`src/rtl/stream_ser_if.sv`:
```
// ----------------------------------------------------------------------------
// stream_ser_if
//   Bundles the two req/ack links around the serialiser: the wide word link
//   coming from the upstream FIFO and the narrow beat link going out.
//
//   Handshake rule (both links): a transfer happens on a posedge where the
//   sender's req and the receiver's ack are both high. The sender keeps req
//   and its data (plus last_out on the beat link) stable until that edge. An
//   ack while req is low means nothing.
//
//   Parameters: dw = word width, sw = beat width.
//   Signals:
//     d_in     [dw]  word from upstream
//     req_in         upstream word valid
//     ack_in         serialiser can take the word this cycle
//     d_out    [sw]  current beat
//     req_out        beat valid
//     last_out       current beat is the final one of its word
//     ack_out        downstream consumes the beat this cycle
//   Modports: master = serialiser view, slave = environment view.
// ----------------------------------------------------------------------------
interface stream_ser_if #(
    parameter int dw = 32,
    parameter int sw = 8
);
    logic [dw-1:0] d_in;
    logic          req_in;
    logic          ack_in;
    logic [sw-1:0] d_out;
    logic          req_out;
    logic          last_out;
    logic          ack_out;

    modport master (
        input  d_in, req_in, ack_out,
        output ack_in, d_out, req_out, last_out
    );

    modport slave (
        output d_in, req_in, ack_out,
        input  ack_in, d_out, req_out, last_out
    );
endinterface

```
`src/rtl/stream_ser.sv`:
```
// ----------------------------------------------------------------------------
// stream_ser
//   Takes dw-bit words from a FIFO output and sends each as n = dw/sw beats
//   of sw bits on a req/ack link, flagging the final beat with last_out.
//   A new word is taken on the same edge the last beat of the previous word
//   leaves, so a steady stream runs at n beats per word with no idle cycle.
//
//   Build option: define STREAM_SER_MSB_FIRST_EN to send the most significant
//   beat first; default sends the least significant beat first. Handshake,
//   last_out and timing are the same either way.
//
//   Ports:
//     clk        clock, posedge
//     rst        synchronous reset, active-high
//     bus        stream_ser_if.master (word in / beat out links)
//     dbg_state  1 while a word is being sent (FSM state S_BUSY)
// ----------------------------------------------------------------------------
module stream_ser #(
    parameter int dw = 32,
    parameter int sw = 8
) (
    input  logic         clk,
    input  logic         rst,
    stream_ser_if.master bus,
    output logic         dbg_state
);
    localparam int n  = dw / sw;
    localparam int cw = (n > 1) ? $clog2(n) : 1;
    localparam int iw = (dw > 1) ? $clog2(dw) : 1;

    if ((dw % sw) != 0 || (dw / sw) < 2) begin : g_bad_param
        $error("stream_ser: dw must be a multiple of sw with dw/sw >= 2");
    end

    typedef enum logic {
        S_IDLE = 1'b0,
        S_BUSY = 1'b1
    } state_t;

    state_t        state, state_nxt;
    logic [dw-1:0] hold,  hold_nxt;
    logic [cw-1:0] cnt,   cnt_nxt;

    logic          busy;
    logic          beat_last;
    logic          beat_take;
    logic          word_take;
    logic [iw-1:0] base;

    assign busy      = (state == S_BUSY);
    assign beat_last = busy && (cnt == cw'(n - 1));
    assign beat_take = busy && bus.ack_out;
    // Ready when empty, or when the word in flight finishes on this edge.
    assign word_take = bus.req_in && bus.ack_in;

    always_comb begin
        bus.ack_in   = ~busy | (beat_take & beat_last);
        bus.req_out  = busy;
        bus.last_out = beat_last;
`ifdef STREAM_SER_MSB_FIRST_EN
        // Beat k starts at bit dw-sw-k*sw, i.e. hold[dw-1-k*sw -: sw].
        base = iw'(dw - sw) - iw'(cnt) * iw'(sw);
`else
        base = iw'(cnt) * iw'(sw);
`endif
        bus.d_out    = hold[base +: sw];
    end

    always_comb begin
        state_nxt = state;
        hold_nxt  = hold;
        cnt_nxt   = cnt;
        if (beat_take) begin
            if (beat_last) begin
                cnt_nxt   = '0;
                state_nxt = S_IDLE;
            end else begin
                cnt_nxt = cnt + cw'(1);
            end
        end
        // A word accepted on the last-beat edge overrides the return to idle.
        if (word_take) begin
            hold_nxt  = bus.d_in;
            cnt_nxt   = '0;
            state_nxt = S_BUSY;
        end
    end

    always_ff @(posedge clk) begin
        if (rst) begin
            state <= S_IDLE;
            hold  <= '0;
            cnt   <= '0;
        end else begin
            state <= state_nxt;
            hold  <= hold_nxt;
            cnt   <= cnt_nxt;
        end
    end

    assign dbg_state = busy;
endmodule
```
`src/flat_wrapper.sv`:
```
// flat-port wrapper written by rule: the top's interface ports become plain ports
module stream_ser_flat 
#(
    parameter int dw = 32,
    parameter int sw = 8
)
  (clk, rst, dbg_state, bus_d_in, bus_req_in, bus_ack_out, bus_ack_in, bus_d_out, bus_req_out, bus_last_out);
  stream_ser_if #(.dw(dw), .sw(sw)) bus_i ();
  input  logic clk;
  input  logic rst;
  output logic dbg_state;
  input wire logic [$bits(bus_i.d_in)-1:0] bus_d_in;
  input wire logic [$bits(bus_i.req_in)-1:0] bus_req_in;
  input wire logic [$bits(bus_i.ack_out)-1:0] bus_ack_out;
  output wire logic [$bits(bus_i.ack_in)-1:0] bus_ack_in;
  output wire logic [$bits(bus_i.d_out)-1:0] bus_d_out;
  output wire logic [$bits(bus_i.req_out)-1:0] bus_req_out;
  output wire logic [$bits(bus_i.last_out)-1:0] bus_last_out;
  assign bus_i.d_in = bus_d_in;
  assign bus_i.req_in = bus_req_in;
  assign bus_i.ack_out = bus_ack_out;
  assign bus_ack_in = bus_i.ack_in;
  assign bus_d_out = bus_i.d_out;
  assign bus_req_out = bus_i.req_out;
  assign bus_last_out = bus_i.last_out;
  stream_ser #(.dw(dw), .sw(sw)) u_core (.clk(clk), .rst(rst), .bus(bus_i), .dbg_state(dbg_state));
endmodule
```
`config.mk`:
```
export PLATFORM = sky130hd
export DESIGN_NAME = stream_ser_flat
export DESIGN_NICKNAME = d
export VERILOG_FILES = /design/src/rtl/stream_ser_if.sv /design/src/rtl/stream_ser.sv /design/src/flat_wrapper.sv
export SDC_FILE = /design/constraint.sdc
export NUM_CORES = 1
export LEC_CHECK = 0
export BUFFER_PORTS_ARGS = -buffer_cell sky130_fd_sc_hd__buf_2
export CAP_MARGIN = 20
export CORE_MARGIN = 1
export CORE_UTILIZATION = 46
export DETAILED_ROUTE_END_ITERATION = 10
export GPL_TIMING_DRIVEN = 0
export HOLD_SLACK_MARGIN = 0.05
export PLACE_DENSITY = 0.74
export SKIP_CTS_REPAIR_TIMING = 1
export SYNTH_ARGS = -nofsm -noshare
export SYNTH_HDL_FRONTEND = slang
export SYNTH_SLANG_ARGS = --single-unit
```
`constraint.sdc`:
```
create_clock -name clk -period 1.7 [get_ports clk]
set_clock_uncertainty 0.2 [all_clocks]
set_input_delay 0.51 -clock clk [delete_from_list [all_inputs] [get_ports clk]]
set_output_delay 0.51 -clock clk [all_outputs]
set_load 0.02 [all_outputs]
```
==> metrics.txt, run 1 <==
Adder-Cell Fraction of Synth Area=0.00754; PD cells=806 mW/mm^2; Syn Nets=212; vias in the first global route=1,322; main combinational cell family by area after synthesis=compound AO/OA/AOI/OAI gates; Via Count=1,496; Overall Global Routing Usage=0.230; CTS Buf Count=5; initial antenna violation count=0; asr flop ratio synth=0; Final setup viols=11; Post-synth EDFFs=0; post-synthesis xor/xnor area fraction=0; Layout area overhead=31.0%; Starting Density=0.490; total negative setup slack=-4.74 ns; Hold WC Path Type=in -> reg; DR vias/cell=5.32; Util after Layout=0.642; Clk Latency, worst-skew pair=0.34 ns; largest net degree at the start of global routing=11; commonest non-fill, non-tap cell in the layout=buf_2; Leak=0.842 nW; Arrival @ worst endpoint=1.53 ns; Tot Pwr=0.00175 W; Main synth FF type=dfxtp_1; Core Area=0.00339 sq mm; Compound-Gate Fraction of Synth Area=0.220; sequential-to-total area share from yosys stat=0.422; hpwl dp=2860 microns; critical path class=reg -> out; synth unique cells=21; maximum vdd drop=0.426 mV; Data required, critical path=0.99 ns; drt initial violations=77; Least-Margin Pin Slew=0.510 ns; Post-Syn Area per Cell=9.49 sq um; CTS tree=done; clock-pin slew on the worst setup and hold paths=0.11 ns; Fin. Hold Viols=0; Root Buffer=clkbuf_4; unrepaired setup endpoints after global routing=yes; RePlAce Congestion=0.792; fin crit period=2.24 ns; max-slew headroom at the worst pin=0.660; grt ovf=0; diodes inserted=0; Cell Rows=21; CTS Buffer Depth=2; R2R setup slack=-0.01 ns; CP startpoint kind=flop; cells after synthesis=175; status=complete, but fails checks; Remaining DRCs=0; Tcrit/Tclk final=1.32; wire per inst=14.6 microns; most frequent cells in the layout=buf_2 (41), a21oi_1 (34), nand3b_1 (32), dfxtp_1 (32), o21ai_1 (22); DP Worst Slack=-0.200 ns; die height=62.1 microns; failing checks=setup timing; H-tree depth=2; nets=271; Max Slew Vio Count=0; # IOs=48; WL final=4090 microns; first-pass GRT wire length=6130 microns; Post-Synth Simple-Gate Area=0.164; post-synthesis cell area=0.00166 sq mm; mux cell area share after synthesis=0.109; number of max-cap violations=0; post-route setup slack=-0.541 ns; die area=0.00385 sq mm; CP Max Fanout=9; YS warnings=0; Fmax=0.446 GHz; antenna viol nets, final=0; clock tree sinks=35; Crit. End Element=output pin; #FFs+latches synth=35; I/O Buffers=45; layout cell share with drive strength beyond 1=0.366; Pre-antenna DRT Iters=4; Die Wd=62.1 microns
==> worst paths after layout <==
check | from | depth (start not counted) | end
max | u_core.cnt[1] | 3 | bus_d_out[5]
min | bus_d_in[18] | 3 | u_core.hold[18]
max reg2reg | u_core.cnt[0] | 7 | u_core.hold[8]
min reg2reg | u_core.hold[29] | 2 | u_core.hold[29]
==> cell usage after synthesis (2+ instances only) <==
| cell type | instances | area [sq um] |
|---|---|---|
| clkbuf_1 | 6 | 22.5 |
| mux4_2 | 8 | 180 |
| dfxtp_1 | 35 | 701 |
| buf_2 | 7 | 35.0 |
| inv_2 | 2 | 7.51 |
| nand2_1 | 3 | 11.3 |
| o21ai_1 | 22 | 110 |
| buf_1 | 3 | 11.3 |
| buf_6 | 4 | 45.0 |
| nand3b_1 | 32 | 240 |
| a21oi_1 | 34 | 170 |
| o21ai_0 | 10 | 50.1 |
==> registers in the layout (all words and copies together), names as in the netlist <==
signal / cells
u_core.cnt: 2
u_core.bus.req_out: 1
u_core.hold: 32
==> per-stage QoR <==
stage | hold slack [ns] | cells | area (sq um)
2_1_floorplan | 0.251 | 175 | 1680
3_3_place_gp | 0.264 | 266 | 1960
3_5_place_dp | 0.268 | 266 | 1960
4_1_cts | 0.219 | 274 | 2030
5_1_grt | 0.206 | 281 | 2170
6_report | 0.221 | 281 | 2170
==> area by class of cell <==
cell class                      instances  area, sq um
Buffer                                 21          175
Clock buffer                            8         68.8
Fill cell                             304         1210
Inverter                                2         7.51
Multi-Input combinational cell        117          831
Sequential cell                        35          709
Tap cell                               46         57.6
Timing Repair Buffer                   52          325
==> metal layers <==
layer | vias to the layer above | wire length, microns | share of wire | GRT usage
met5 | - | 0 | 0 | 0
met4 | 0 | 34 | 0.0083 | 0.0571
met3 | 5 | 283 | 0.069 | 0.0952
met2 | 58 | 1920 | 0.47 | 0.360
met1 | 679 | 1860 | 0.45 | 0.295
li1 | 754 | - | - | -
==> power breakdown <==
part | switching, W | total (W) | internal, W
logic | 0.000167 | 0.000343 | 0.000176
clock network | 0.000273 | 0.000517 | 0.000243
registers | 0.0000271 | 0.000893 | 0.000866
==> cell families (layout without fill, tap and decap cells) <==
logic type                 after synthesis  in the layout
muxes                                    8              8
AOI/OAI and AO/OA                       69             69
DFF                                     35             35
buffers and inverters                   23             83
and+or+nand+nor                         39             39
adders and majority gates                1              1
==> worst max-delay path, cell delays in order, from the launching register on <==
cell	delay, ns
dfxtp_2	0.37
buf_12	0.14
mux4_2	0.51
buf_4	0.17
Power figures use the tool's default switching activity.
==> inputs of run 2 (changes only) <==
==> constraint.sdc (replaced) <==
create_clock -name clk -period 1.86 [get_ports clk]
set_clock_uncertainty 0.2 [all_clocks]
set_input_delay 0.558 -clock clk [delete_from_list [all_inputs] [get_ports clk]]
set_output_delay 0.558 -clock clk [all_outputs]
set_load 0.02 [all_outputs]
==> metrics.txt, run 2 (synthesis gave the netlist of run 1 again) <==
CP cell instances=buf_6 -> mux4_2 -> buf_6; hpwl dp=2870 microns; DP Worst Slack=-0.140 ns; fin crit period=2.27 ns; Arrival @ worst endpoint=1.51 ns; H-tree depth=2; Largest register FFs=32; I/O Buffers=45; first-pass GRT wire length=6100 microns; WL final=4220 microns; Largest delay share family, worst path=multiplexers; Tcrit/Tclk final=1.22; critical path class=reg -> out; antenna viol nets, final=0; CP startpoint kind=flop; Clk Latency, worst-skew pair=0.33 ns; maximum vdd drop=0.421 mV; Hold WC Path Type=in -> reg; diodes inserted=0; clock tree sinks=35; Starting Density=0.490; Pre-antenna DRT Iters=4; drt initial violations=105; unrepaired setup endpoints after global routing=yes; total negative setup slack=-3.66 ns; Fin. Hold Viols=0; failing checks=setup timing; Final setup viols=10; largest net degree at the start of global routing=11; max-slew headroom at the worst pin=0.681; Crit-path slowest cell=mux4_2; Crit. End Element=output pin; number of max-cap violations=0; DR vias/cell=5.51; Remaining DRCs=0; Overall Global Routing Usage=0.226; Die Wd=62.1 microns; Biggest register=u_core.hold; CTS Buf Count=5; slowest stage delay, CP=0.52 ns; Max Slew Vio Count=0; Data required, critical path=1.10 ns; clock-pin slew on the worst setup and hold paths=0.10 ns; Least-Margin Pin Slew=0.478 ns; most frequent cells in the layout=buf_2 (44), a21oi_1 (34), nand3b_1 (32), dfxtp_1 (32), o21ai_1 (22); Cell Rows=21; Leak=0.834 nW; Via Count=1,555; Layout area overhead=28.4%; Core Area=0.00339 sq mm; nets=274; RePlAce Congestion=0.801; grt ovf=0; CTS Buffer Depth=2; die height=62.1 microns; commonest non-fill, non-tap cell in the layout=buf_2; Fmax=0.441 GHz; wire per inst=15.0 microns; status=complete, but fails checks; layout cell share with drive strength beyond 1=0.369; most used cell, CP=buf_6; vias in the first global route=1,365; worst path bufs/invs=2; initial antenna violation count=0; post-route setup slack=-0.405 ns; PD cells=700 mW/mm^2; # IOs=48; CP Max Fanout=5; CTS tree=done; die area=0.00385 sq mm; Root Buffer=clkbuf_4
==> run 2: routing by layer <==
layer | track usage | part of all wire | up-vias
li1 | - | - | 765
met2 | 0.366 | 0.47 | 60
met3 | 0.0621 | 0.070 | 6
met5 | 0 | 0 | -
met1 | 0.297 | 0.45 | 724
met4 | 0.0603 | 0.010 | 0
==> run 2: through the flow <==
stage / utilization / hold slack [ns] / instances / area [sq um] / total power, W
3_3_place_gp: 0.576 / 0.263 / 266 / 1950 / 0.00110
2_1_floorplan: - / 0.251 / 175 / 1670 / 0.00101
6_report: 0.629 / 0.277 / 282 / 2130 / 0.00149
3_5_place_dp: 0.576 / 0.271 / 266 / 1950 / 0.00111
5_1_grt: 0.629 / 0.272 / 282 / 2130 / 0.00156
4_1_cts: 0.588 / 0.274 / 272 / 1990 / 0.00146
==> run 2: power by group <==
part / internal [W] / switching (W) / leakage, nW
logic: 0.000156 / 0.000152 / 0.521
registers: 0.000792 / 0.0000264 / 0.289
clock network: 0.000134 / 0.000233 / 0.0242
total: 0.00108 / 0.000411 / 0.834
==> run 2: worst min-delay path: stages <==
cell and delay (ns):
buf_2 0.09, nand3b_1 0.07, a21oi_1 0.05
==> run 2: final cells by class <==
| class | instances | area [sq um] |
|---|---|---|
| Clock buffer | 6 | 41.3 |
| Buffer | 21 | 143 |
| Inverter | 2 | 7.51 |
| Timing Repair Buffer | 55 | 345 |
| Tap cell | 46 | 57.6 |
| Multi-Input combinational cell | 117 | 831 |
| Fill cell | 298 | 1260 |
| Sequential cell | 35 | 707 |
==> run 2: path summary, 6_finish.rpt <==
check                                      from              end  slack (ns)  depth (start not counted)
worst max register to register    u_core.cnt[0]  u_core.hold[27]        0.06                          7
worst max-delay path              u_core.cnt[1]     bus_d_out[7]       -0.41                          3
worst min register to register  u_core.hold[14]  u_core.hold[14]        0.29                          2
worst min-delay path               bus_d_in[25]  u_core.hold[25]        0.28                          3
